### config.mk
export PLATFORM = sky130hd
export DESIGN_NAME = regfile_wb_arbiter
export DESIGN_NICKNAME = d
export VERILOG_FILES = /design/src/rtl/regfile_wb_arbiter.sv
export SDC_FILE = /design/constraint.sdc
export NUM_CORES = 1
export LEC_CHECK = 0
export BUFFER_PORTS_ARGS = -buffer_cell sky130_fd_sc_hd__buf_4
export CAP_MARGIN = 20
export CORE_UTILIZATION = 60
export DETAILED_ROUTE_END_ITERATION = 6
export PLACE_DENSITY = 0.8
export SLEW_MARGIN = 20
export SYNTH_ARGS = -nofsm -noshare
export SYNTH_HDL_FRONTEND = slang
export SYNTH_SLANG_ARGS = --single-unit
export TNS_END_PERCENT = 5
### constraint.sdc
create_clock -name clock_i -period 9.2 [get_ports clock_i]
set_input_delay 0.46 -clock clock_i [delete_from_list [all_inputs] [get_ports clock_i]]
set_output_delay 0.46 -clock clock_i [all_outputs]
set_load 0.1 [all_outputs]
### src/rtl/regfile_wb_arbiter.sv
// -----------------------------------------------------------------------------
// regfile_wb_arbiter
//
// Shares the register file's two arithmetic writeback ports among four
// writeback sources: 0 = arith lane A, 1 = arith lane B, 2 = load/store lane A,
// 3 = load/store lane B. Each source has its own small FIFO. A round-robin
// scheduler drains up to two FIFO heads per cycle onto write ports A and B. It
// never issues two writes to the same register in one cycle.
//
// Optional feature macro: WB_STATS_EN
//   When defined, conflicts_o counts cycles in which at least one head was
//   deferred because its address matched port A's. The count saturates at
//   16'hFFFF. When undefined, conflicts_o is tied to zero. Arbitration is the
//   same in both builds.
//
// Ports
//   clock_i      in   1          rising-edge clock
//   reset_i      in   1          asynchronous, active-low reset
//   req_i        in   4          writeback request per source
//   addr_i       in   4*ADDR_W   dest register, source n at [n*ADDR_W +: ADDR_W]
//   data_i       in   4*DATA_W   writeback value, same packing
//   status_i     in   8          operationStatus, 2 bits per source
//                                (sources 2 and 3 store 2'b00)
//   full_o       out  4          registered almost-full (count >= DEPTH-1)
//   overflow_o   out  1          sticky: a request was dropped
//   weA_o / addrA_o / datA_o / statusA_o   write port A
//   weB_o / addrB_o / datB_o / statusB_o   write port B
//   conflicts_o  out  16         same-address deferral cycle counter
// -----------------------------------------------------------------------------
module regfile_wb_arbiter #(
    parameter int DEPTH  = 4,
    parameter int ADDR_W = 5,
    parameter int DATA_W = 16
) (
    input  logic                  clock_i,
    input  logic                  reset_i,
    input  logic [3:0]            req_i,
    input  logic [4*ADDR_W-1:0]   addr_i,
    input  logic [4*DATA_W-1:0]   data_i,
    input  logic [7:0]            status_i,
    output logic [3:0]            full_o,
    output logic                  overflow_o,
    output logic                  weA_o,
    output logic [ADDR_W-1:0]     addrA_o,
    output logic [DATA_W-1:0]     datA_o,
    output logic [1:0]            statusA_o,
    output logic                  weB_o,
    output logic [ADDR_W-1:0]     addrB_o,
    output logic [DATA_W-1:0]     datB_o,
    output logic [1:0]            statusB_o,
    output logic [15:0]           conflicts_o
);

    localparam int PTR_W = $clog2(DEPTH);
    localparam int CNT_W = PTR_W + 1;
    localparam int ENT_W = ADDR_W + DATA_W + 2;

    logic [3:0]        headValid;
    logic [3:0]        pushOk;
    logic [3:0]        pop;
    logic [ADDR_W-1:0] headAddr   [4];
    logic [DATA_W-1:0] headData   [4];
    logic [1:0]        headStatus [4];

    logic [1:0] rrReg, rrNext;
    logic       grantA, grantB;
    logic [1:0] srcA, srcB, scanSrc;
`ifdef WB_STATS_EN
    logic       deferred;
`endif

    // ---------------------------------------------------------------- FIFOs
    genvar gi;
    generate
        for (gi = 0; gi < 4; gi++) begin : g_fifo
            logic [ENT_W-1:0] mem [DEPTH];
            logic [PTR_W-1:0] wrPtrReg, rdPtrReg;
            logic [CNT_W-1:0] countReg, countNext;
            logic             fullReg;
            logic [1:0]       pushStatus;
            logic [ENT_W-1:0] headEntry;

            // Load/store lanes carry no operationStatus.
            assign pushStatus = (gi < 2) ? status_i[2*gi +: 2] : 2'b00;

            // A full FIFO still accepts a push when its head leaves this cycle.
            assign pushOk[gi] = req_i[gi] &&
                                ((countReg != CNT_W'(DEPTH)) || pop[gi]);
            assign countNext  = countReg + CNT_W'(pushOk[gi]) - CNT_W'(pop[gi]);

            assign headEntry      = mem[rdPtrReg];
            assign headValid[gi]  = (countReg != '0);
            assign headAddr[gi]   = headEntry[ENT_W-1 -: ADDR_W];
            assign headData[gi]   = headEntry[DATA_W+1 : 2];
            assign headStatus[gi] = headEntry[1:0];
            assign full_o[gi]     = fullReg;

            // Storage carries no reset: only count/pointers define validity.
            always_ff @(posedge clock_i) begin
                if (pushOk[gi]) begin
                    mem[wrPtrReg] <= {addr_i[gi*ADDR_W +: ADDR_W],
                                      data_i[gi*DATA_W +: DATA_W], pushStatus};
                end
            end

            always_ff @(posedge clock_i or negedge reset_i) begin
                if (!reset_i) begin
                    wrPtrReg <= '0;
                    rdPtrReg <= '0;
                    countReg <= '0;
                    fullReg  <= 1'b0;
                end else begin
                    if (pushOk[gi]) wrPtrReg <= wrPtrReg + 1'b1;
                    if (pop[gi])    rdPtrReg <= rdPtrReg + 1'b1;
                    countReg <= countNext;
                    // Flag from the next count, so full_o tracks the stored count.
                    fullReg  <= (countNext >= CNT_W'(DEPTH - 1));
                end
            end
        end
    endgenerate

    // ------------------------------------------------------------ scheduler
    // Scan rr, rr+1, rr+2, rr+3. The first valid head takes port A. The next
    // valid head with a different address takes port B. Same-address heads in
    // between are deferred and stay queued.
    always_comb begin
        grantA  = 1'b0;
        grantB  = 1'b0;
        srcA    = 2'd0;
        srcB    = 2'd0;
        scanSrc = 2'd0;
        pop     = 4'b0000;
`ifdef WB_STATS_EN
        deferred = 1'b0;
`endif
        for (int k = 0; k < 4; k++) begin
            scanSrc = rrReg + 2'(k);
            if (headValid[scanSrc]) begin
                if (!grantA) begin
                    grantA = 1'b1;
                    srcA   = scanSrc;
                end else if (!grantB) begin
                    if (headAddr[scanSrc] != headAddr[srcA]) begin
                        grantB = 1'b1;
                        srcB   = scanSrc;
                    end
`ifdef WB_STATS_EN
                    else begin
                        deferred = 1'b1;
                    end
`endif
                end
            end
        end
        if (grantA) pop[srcA] = 1'b1;
        if (grantB) pop[srcB] = 1'b1;

        rrNext = rrReg;
        if (grantB)      rrNext = srcB + 2'd1;
        else if (grantA) rrNext = srcA + 2'd1;
    end

    // ------------------------------------------------------- output registers
    always_ff @(posedge clock_i or negedge reset_i) begin
        if (!reset_i) begin
            rrReg      <= 2'd0;
            overflow_o <= 1'b0;
            weA_o      <= 1'b0;
            addrA_o    <= '0;
            datA_o     <= '0;
            statusA_o  <= 2'b00;
            weB_o      <= 1'b0;
            addrB_o    <= '0;
            datB_o     <= '0;
            statusB_o  <= 2'b00;
        end else begin
            rrReg <= rrNext;
            if (|(req_i & ~pushOk)) overflow_o <= 1'b1;
            weA_o <= grantA;
            weB_o <= grantB;
            // An idle port keeps its last address/data/status.
            if (grantA) begin
                addrA_o   <= headAddr[srcA];
                datA_o    <= headData[srcA];
                statusA_o <= headStatus[srcA];
            end
            if (grantB) begin
                addrB_o   <= headAddr[srcB];
                datB_o    <= headData[srcB];
                statusB_o <= headStatus[srcB];
            end
        end
    end

`ifdef WB_STATS_EN
    logic [15:0] conflictsReg;
    always_ff @(posedge clock_i or negedge reset_i) begin
        if (!reset_i) begin
            conflictsReg <= 16'd0;
        end else if (deferred && (conflictsReg != 16'hFFFF)) begin
            conflictsReg <= conflictsReg + 16'd1;
        end
    end
    assign conflicts_o = conflictsReg;
`else
    assign conflicts_o = 16'd0;
`endif

endmodule

==> results by stage, run 1 <==
Critical path:
- The type of destination of the critical path is a flip-flop.
- The startpoint identified for the worst register-to-register timing path is g_fifo[3].countReg[2]$_DFF_PN0_.
- The kind of start point of the critical path is a flip-flop.
- The biggest fanout along the worst timing path is 36.
- The cell with the largest stage delay on the worst path is buf_4.
- The critical path goes through or3_1, o211ai_2, o31ai_1, ha_1, a21o_1, and3_1, nor2_1, mux4_2, xor2_1, a41o_1, o211ai_1, nand3_4, buf_4, o21ai_1, ha_1, inv_1, ha_1, inv_1, fa_1, xnor2_1, xnor2_1, a21o_1.
- The endpoint arrival time on the critical path is 7.45 ns.
- The cell seen most often among critical-path stages is ha_1.
- The cell family contributing the most delay on the critical path is compound AO/OA/AOI/OAI gates.
- The critical path starts at g_fifo[3].countReg[2]$_DFF_PN0_.
- The critical path class is reg2reg.
- For this run, the slowest stage of the critical path takes about 0.61 ns.
- The critical path contains buffers and inverters numbering 3 combined.
- The required time of the worst setup path is 9.63 ns.

Yosys:
- The compound-cell area share of the yosys netlist is under 10%.
- The number of enable flip-flop cells after synthesis is 352.
- The unique cell type count in the Yosys netlist is 84.
- In the post-synthesis netlist, the biggest area contributors are edfxtp_1 54%, dfrtp_1 11%, mux4_2 10%.
- Measured against the total synthesized area, the mux share comes to between 10% and 20%.
- The synthesized design devotes to its leading area cell type 53.5% of total area.
- In the synthesized netlist, the number of instances is between 1000 and 1500.
- Among all flip-flop cells after synthesis, the most frequent one is edfxtp_1.
- The simple-gate portion of the synthesized area is under 10%.
- The XOR/XNOR share of the synthesized area is 1.15%.
- In the synthesized netlist the async set-or-reset flop fraction comes to 19.1%.
- The synthesized netlist occupies a cell area of slightly below 0.02 mm2.
- The synthesized netlist devotes 1.99% of its cell area to adder and majority cells.
- The largest total area in the synthesized netlist belongs to edfxtp_1.
- The synthesis-stage register bit count is between 400 and 500.
- During synthesis, Yosys emitted a total of 0 warnings.
- The dominant combinational cell family by area after synthesis is multiplexers.
- Each instance of the synthesized netlist takes up on average between 15 and 20 um2.
- Sequential elements use between 60% and 70% of the synthesized area.

Floorplanning:
- The starting density of the core is between 60 and 70%.
- The die is 183 um tall.
- The number of standard-cell rows in the floorplan is between 60 and 70.
- The die area is ~0.034 mm2.
- During I/O placement, the number of pins put on the boundary was 167.
- The total area inside the core boundary comes to 0.0325 mm2.
- The die outline width is 183 um.

Worst hold path:
- The worst hold-check path type is in2reg.
- In this run the most critical hold path is launched from data_i[25].

Clock network:
- For this design, the sink count on the clock tree is 435.
- The later pin in the worst-skew pair is clocked with a latency of 0.57 ns.
- The CTS buffer count is 43.
- The clock transition time at the flip-flop clock pins of the worst setup and hold paths is about 0.06 ns.
- The post-cts repair resize count is 0.
- The CTS tree is built.
- In this run the deepest clock path goes through 3 buffers.
- The H-tree level count is 2.
- The tree is rooted in a clkbuf_16.

STA:
- Counting I/O delays and the setup requirement, the final critical path takes 7.02 ns.
- The total count of hold-check failures in the final report is 0.
- The transition time at the pin with the least slew margin is between 1 and 1.5 ns.
- The final number of setup-violating endpoints is 0.
- Clock skew on the completed layout was measured at 0.0347 ns.
- The max-slew violation count is 0.
- For this run, the top clock speed supported by timing is 142 MHz.
- The remaining max-slew budget at the tightest pin is 27.6%.
- Dividing the final minimum period by the clock period gives between 70% and 80%.
- Setup repair after global routing left no endpoint under its margin.
- The final sum of negative setup slack is 0 ns.

Finish:
- The fraction of layout instances using a drive strength above 1 is 26.9%.
- The area growth from synthesis to layout is 15.1%.
- At the end of the flow the core is filled with cells to 70.0%.
- Leaving out fill and tap cells, the most frequent cell in the layout is edfxtp_1.
- In the layout the commonest cells are 352 x edfxtp_1, 185 x buf_4, 101 x mux2i_1.
- The antenna diode count is 0.
- The post-layout net count is 1533.

Route:
- For this run, design rule violations remaining after detail routing come to 0.
- The detailed router finished its first iteration with 1299 violations.
- In the final routed layout, each cell accounts on average for 24.7 um.
- The number of nets with antenna violations after routing is 0.
- The length of the first detailed-routing pass in iterations is 5.
- Dividing the detail-routed via count by the number of cells gives 6.29.
- Summed over all layers, the routed wires come to 46500 um.
- The routed layout has 11800 vias.

GRT:
- The first global-routing pass estimated 71100 um of wire.
- The maximum number of pins on one net before global-route repair is 54.
- The total global routing overflow is 0.
- The total global routing track utilization is 28.5%.
- The via count of the first global-routing pass is 12000.
- The initial antenna violation count was 1.

Place:
- Buffers placed on the I/O ports in this run total roughly 150.
- Detailed placement ended at an HPWL of 30600 um.
- The congestion estimate from routability-driven global placement came to approximately 0.95.

Job:
- The number of maximum-capacitance violations is 0.

Status:
- The run finished with clean final reports.
==> what timing repair did <==
item                                   4_1_cts  5_1_grt
hold buffers                                 1        0
setup buffers                                0        0
endpoints found under the hold margin       33        0
==> cell families (layout without fill, tap and decap cells) <==
logic type,after synthesis,in the layout
flops,435,435
simple gates,242,242
mux,215,215
compound gates,183,183
buf+inv,121,293
fa+ha+maj,29,29
xor+xnor,26,26
other cells,1,16
==> synthesized netlist by cell type (9+ instances only) <==
library cell and count:
nand2_1 84, nor2_1 46, a221oi_1 19, inv_1 27
mux4_2 91, clkbuf_1 34, a21oi_1 28, xnor2_1 13
mux2i_1 101, nand3_1 22, edfxtp_1 352, o21ai_0 42
and3_1 19, mux2_2 23, buf_4 20, buf_2 26
nor2b_1 19, buf_1 11, o221ai_1 13, ha_1 25
or3_1 9, xor2_1 13, dfrtp_1 83
==> worst paths after layout <==
path                                                  end  slack (ns)  cells past startpoint
max reg2reg                   g_fifo[2].fullReg$_DFF_PN0_        2.18                     22
max in group asynchronous          datB_o[13]$_DFFE_PN0N_        7.73                      3
min in group asynchronous          addrB_o[2]$_DFFE_PN0N_        0.39                      2
min                        g_fifo[1].mem[2][11]$_DFFE_PP_        0.10                      1
max                           g_fifo[2].fullReg$_DFF_PN0_        2.18                     22
min reg2reg                        datA_o[15]$_DFFE_PN0N_        0.49                      2
==> sequential cells by signal, indices dropped and copies added, names as in the netlist <==
signal	cells
g_fifo.mem	352
datA_o	16
datB_o	16
g_fifo.countReg	12
g_fifo.rdPtrReg	8
g_fifo.wrPtrReg	8
addrA_o	5
addrB_o	5
g_fifo.fullReg	4
rrReg	2
statusA_o	2
statusB_o	2
overflow_o	1
weA_o	1
weB_o	1
==> metrics by stage <==
| step | hold WS [ns] | setup slack [ns] | cells | instance area, um2 |
|---|---|---|---|---|
| 2_1_floorplan | 0.164 | 3.74 | 1267 | 19800 |
| 3_5_place_dp | 0.443 | 2.30 | 1802 | 21300 |
| 3_3_place_gp | 0.439 | 2.38 | 1802 | 21300 |
| 5_1_grt | 0.0939 | 1.94 | 1881 | 22700 |
| 6_report | 0.103 | 2.18 | 1881 | 22700 |
| 4_1_cts | 0.0892 | 2.29 | 1881 | 22700 |
==> per-layer routing <==
metal	vias up	routed length [um]	track usage, %
met3	99	3250	4.51
met4	0	1700	10.8
li1	5215	-	-
met1	5971	18000	37.6
met2	553	23500	48.1
met5	-	0	0
==> area by class of cell <==
class | instances | area [um2]
tap | 442 | 553
clock buffer | 59 | 1180
inverter | 29 | 109
fill | 2071 | 9730
clock inverter | 19 | 208
sequential | 435 | 12600
timing repair buffer | 186 | 1400
multi-input combinational | 711 | 6640
Power of run 1 is not shown: default switching activity piles up to over one toggle a cycle in this logic, so the estimate is an artifact.
==> run 2, diff against run 1 <==
--- a/config.mk
+++ b/config.mk
@@ -7,9 +7,9 @@
 export LEC_CHECK = 0
 export BUFFER_PORTS_ARGS = -buffer_cell sky130_fd_sc_hd__buf_4
 export CAP_MARGIN = 20
-export CORE_UTILIZATION = 60
+export CORE_UTILIZATION = 54
 export DETAILED_ROUTE_END_ITERATION = 6
-export PLACE_DENSITY = 0.8
+export PLACE_DENSITY = 0.76
 export SLEW_MARGIN = 20
 export SYNTH_ARGS = -nofsm -noshare
 export SYNTH_HDL_FRONTEND = slang
==> constraint.sdc (replaced) <==
create_clock -name clock_i -period 5.73 [get_ports clock_i]
set_input_delay 0.2865 -clock clock_i [delete_from_list [all_inputs] [get_ports clock_i]]
set_output_delay 0.2865 -clock clock_i [all_outputs]
set_load 0.1 [all_outputs]
==> run 2 against run 1 <==
The run now ends with DRC left; design area rose by 5.5%; register-to-register slack got worse by 1.9 ns; via count rose by 2.9%; global-route usage fell by 1.6 points.
==> results by stage, run 2 (synthesized netlist as in run 1, its figures left out) <==
Critical path:
- The cell with the largest stage delay on the worst path is or4_1.
- STA classifies the critical path startpoint as a flip-flop.
- The number of buffer and inverter stages on the critical path is 4 (+1).
- Grouping stages by cell kind, the critical path spends the most delay in simple AND/OR/NAND/NOR gates.
- The worst-case reg-to-reg path depth is 23 (+4.5%).
- The required time of the worst setup path is 6.20 ns (-3.43 ns).
- The endpoint arrival time on the critical path is 5.92 ns (-1.53 ns).
- The biggest fanout along the worst timing path is 7 (-81%).
- The setup slack of the most critical reg-to-reg path was 0.27 ns (-1.90 ns).
- In this run the critical register-to-register path is captured at g_fifo[1].fullReg$_DFF_PN0_.
- The longest individual stage delay on the worst path is 0.56 ns (-0.05 ns).
- The startpoint identified for the worst register-to-register timing path is g_fifo[2].countReg[2]$_DFF_PN0_.
- The critical path class is reg2reg.
- Walking the worst path, the cells encountered are or4_1, o211ai_2, o31ai_1, ha_1, nand3_1, and3_1, buf_4, a2111o_1, and3_4, nor4_4, nand3_2, buf_4, a21boi_2, buf_4, a21oi_2, a21o_1, ha_1, inv_1, ha_1, fa_1, xor2_1, xnor2_1, a21o_1.
- The most critical setup path has its startpoint at g_fifo[2].countReg[2]$_DFF_PN0_.
- The type of destination of the critical path is a flip-flop.

Clock network:
- The number of sinks handled by clock tree synthesis was 435 (unchanged).
- The H-tree level count is 2 (unchanged).
- The clock transition time at the flip-flop clock pins of the worst setup and hold paths is 0.06 ns (about the same).
- The maximum count of clock buffers along a single path is 3 (unchanged).
- The worst-skew pair later-pin latency is 0.58 ns (about the same).
- The count of buffers added by post-CTS timing repair for setup is 0 (unchanged).
- The CTS buffer count was 44 (+2.3%).
- The root buffer cell is clkbuf_16.
- TritonCTS built the clock tree.

Finish:
- The antenna diode count is 0 (unchanged).
- Leaving out fill and tap cells, the most frequent cells in the layout are 352 x edfxtp_1, 212 x buf_4, 101 x mux2i_1.
- The largest registers in the layout are g_fifo.mem x352, datA_o x16, datB_o x16.
- The largest register by flop count is g_fifo.mem.
- The fraction of layout instances using a drive strength above 1 is 26.9% (+0.042 points).
- The number of fill cells was 2415 (+17%).
- The layout overhead on the synthesized area is 21.4%.
- The footprint of the flip-flops and latches is 0.0126 mm2 (unchanged).
- The post-layout net count is 1655 (+8.0%).
- The combined area of the multi-input logic cells is 0.00666 mm2 (+0.36%).
- The number of flip-flops under the largest register name is 352 (unchanged).
- The final design area excluding fillers is 0.0240 mm2 (+5.5%).
- Leaving out fill and tap cells, the most frequent cell in the layout is edfxtp_1.

GRT:
- The total global routing overflow is 0 (unchanged).
- The global-route wire length before repair came to 75200 um (+5.8%).
- The maximum number of pins on one net before global-route repair is 74 (+37%).
- The total global routing track utilization is 26.9% (-1.6 points).
- The via count of the first global-routing pass is 12400 (+4.0%).
- The initial antenna violation count is 0 (-1).

Worst hold path:
- The hold-critical path depth is 3 (+2).
- The worst hold-check path type is in2reg.
- The worst hold path begins at req_i[1].
- The worst hold path terminates at g_fifo[1].wrPtrReg[1]$_DFFE_PN0P_.

Floorplanning:
- The I/O pin total is 167 (unchanged).
- The total core area is 0.0357 mm2 (+10%).
- The number of standard-cell rows in the floorplan was 69 (+4.5%).
- The starting density of the core is 55.2% (-5.6 points).
- The die span in y came to 193 um (+5.4%).
- The die outline width came to 193 um (+5.4%).
- The die area is 0.0373 mm2 (+11%).

Place:
- The instance area after placement is 0.0217 mm2 (+1.6%).
- The number of port buffers is 146 (unchanged).
- The weighted congestion reported at the end of routability-driven placement is 0.918 (-3.6%).
- The estimated wirelength of the detail-placed design was 33300 um (+9.0%).

STA:
- The setup skew after layout is 0.0312 ns (-0.00346 ns).
- The part of the cycle the worst path needs was 95.2% (+19 points).
- The final number of setup-violating endpoints is 0 (unchanged).
- The maximum operating frequency came to 183 MHz (+29%).
- Setup repair after global routing left no endpoint under its margin.
- The transition time at the pin with the least slew margin was 0.821 ns (-0.265 ns).
- The remaining max-slew budget at the tightest pin is 44.9% (+17 points).
- The total count of hold-check failures in the final report was 0 (unchanged).
- The minimum clock period after layout came to 5.46 ns (-1.57 ns).
- The max-slew violation count was 0 (unchanged).
- The worst slack on hold paths was 0.0736 ns (-0.0290 ns).
- The final sum of negative setup slack is 0 ns (unchanged).

Status:
- The final reports fail on DRC.
- The run finished, with violations left.

Route:
- The post-route DRC violation count is 6 (+6).
- The length of the first detailed-routing pass in iterations is 7 (+2).
- The post-detailed-route wirelength per cell came to 24.4 um (-1.1%).
- The ratio of routed vias to standard cells came to 6.02 (-4.4%).
- The wire length reported by the detailed router is 49500 um (+6.4%).
- The via count is 12200 (+2.9%).
- The number of design-rule violations left by the first detailed-router iteration is 1100 (-15%).
- The number of nets with antenna violations after routing is 0 (unchanged).

Job:
- The number of maximum-capacitance violations is 0 (unchanged).
## run 2: changes by cell type in the layout (fill, tap and decap cells not counted), sizes merged
cell         delta
dlygate4sd3    +89
buf            +32
clkinv          +7
clkbuf          -3
clkinvlp        -3
inv             +2
## run 2: worst register-to-register path, delay by kind of cell, from the launching register on
kind | cells | cell delay [ns]
AND/OR/NAND/NOR | 6 | 1.52
AO/OA/AOI/OAI | 7 | 1.33
adder cells (fa/ha/maj) | 4 | 1.21
buffers and inverters | 4 | 0.51
flip-flops | 1 | 0.45
XOR/XNOR | 2 | 0.35
## run 2: timing repair
item	4_1_cts	5_1_grt
setup endpoints to repair	0	5
gates resized for setup	0	3
hold endpoints to repair	363	0
hold buffers	90	0
## run 2: how the worst max path moves through the flow
stage / endpoint / cells past startpoint
2_1_floorplan: g_fifo[3].fullReg$_DFF_PN0_ / 23
3_3_place_gp: g_fifo[3].fullReg$_DFF_PN0_ / 23
3_5_place_dp: g_fifo[0].fullReg$_DFF_PN0_ / 22
4_1_cts: g_fifo[3].fullReg$_DFF_PN0_ / 23
5_1_grt: g_fifo[0].fullReg$_DFF_PN0_ / 23
6_report: g_fifo[1].fullReg$_DFF_PN0_ / 23
## run 2: final cells by class
class / count / area share (%)
Inverter: 29 / 0.454
Timing Repair Buffer: 307 / 10.8
Sequential cell: 435 / 52.8
Clock inverter: 25 / 1.02
Tap cell: 461 / 2.41
Multi-Input combinational cell: 711 / 27.8
Clock buffer: 56 / 4.78
## run 2: metrics by stage
step | utilization (%) | std cells | setup slack [ns]
final | 67.1 | 2024 | 0.273
after global routing | 67.1 | 2024 | 0.0147
after CTS | 67.0 | 2024 | 0.276
after detailed placement | 60.6 | 1853 | 0.298
after global placement | 60.6 | 1853 | 0.345
after floorplan | - | 1267 | 0.267
## run 2: routing by layer
metal / up-vias / GRT usage, % / share of wire [%]
met5: - / 0 / 0
met4: 0 / 9.39 / 3.1
met1: 6210 / 35.3 / 40
met2: 426 / 45.2 / 51
li1: 5456 / - / -
met3: 86 / 5.06 / 6.2
Power of run 2 is left out for the same reason.
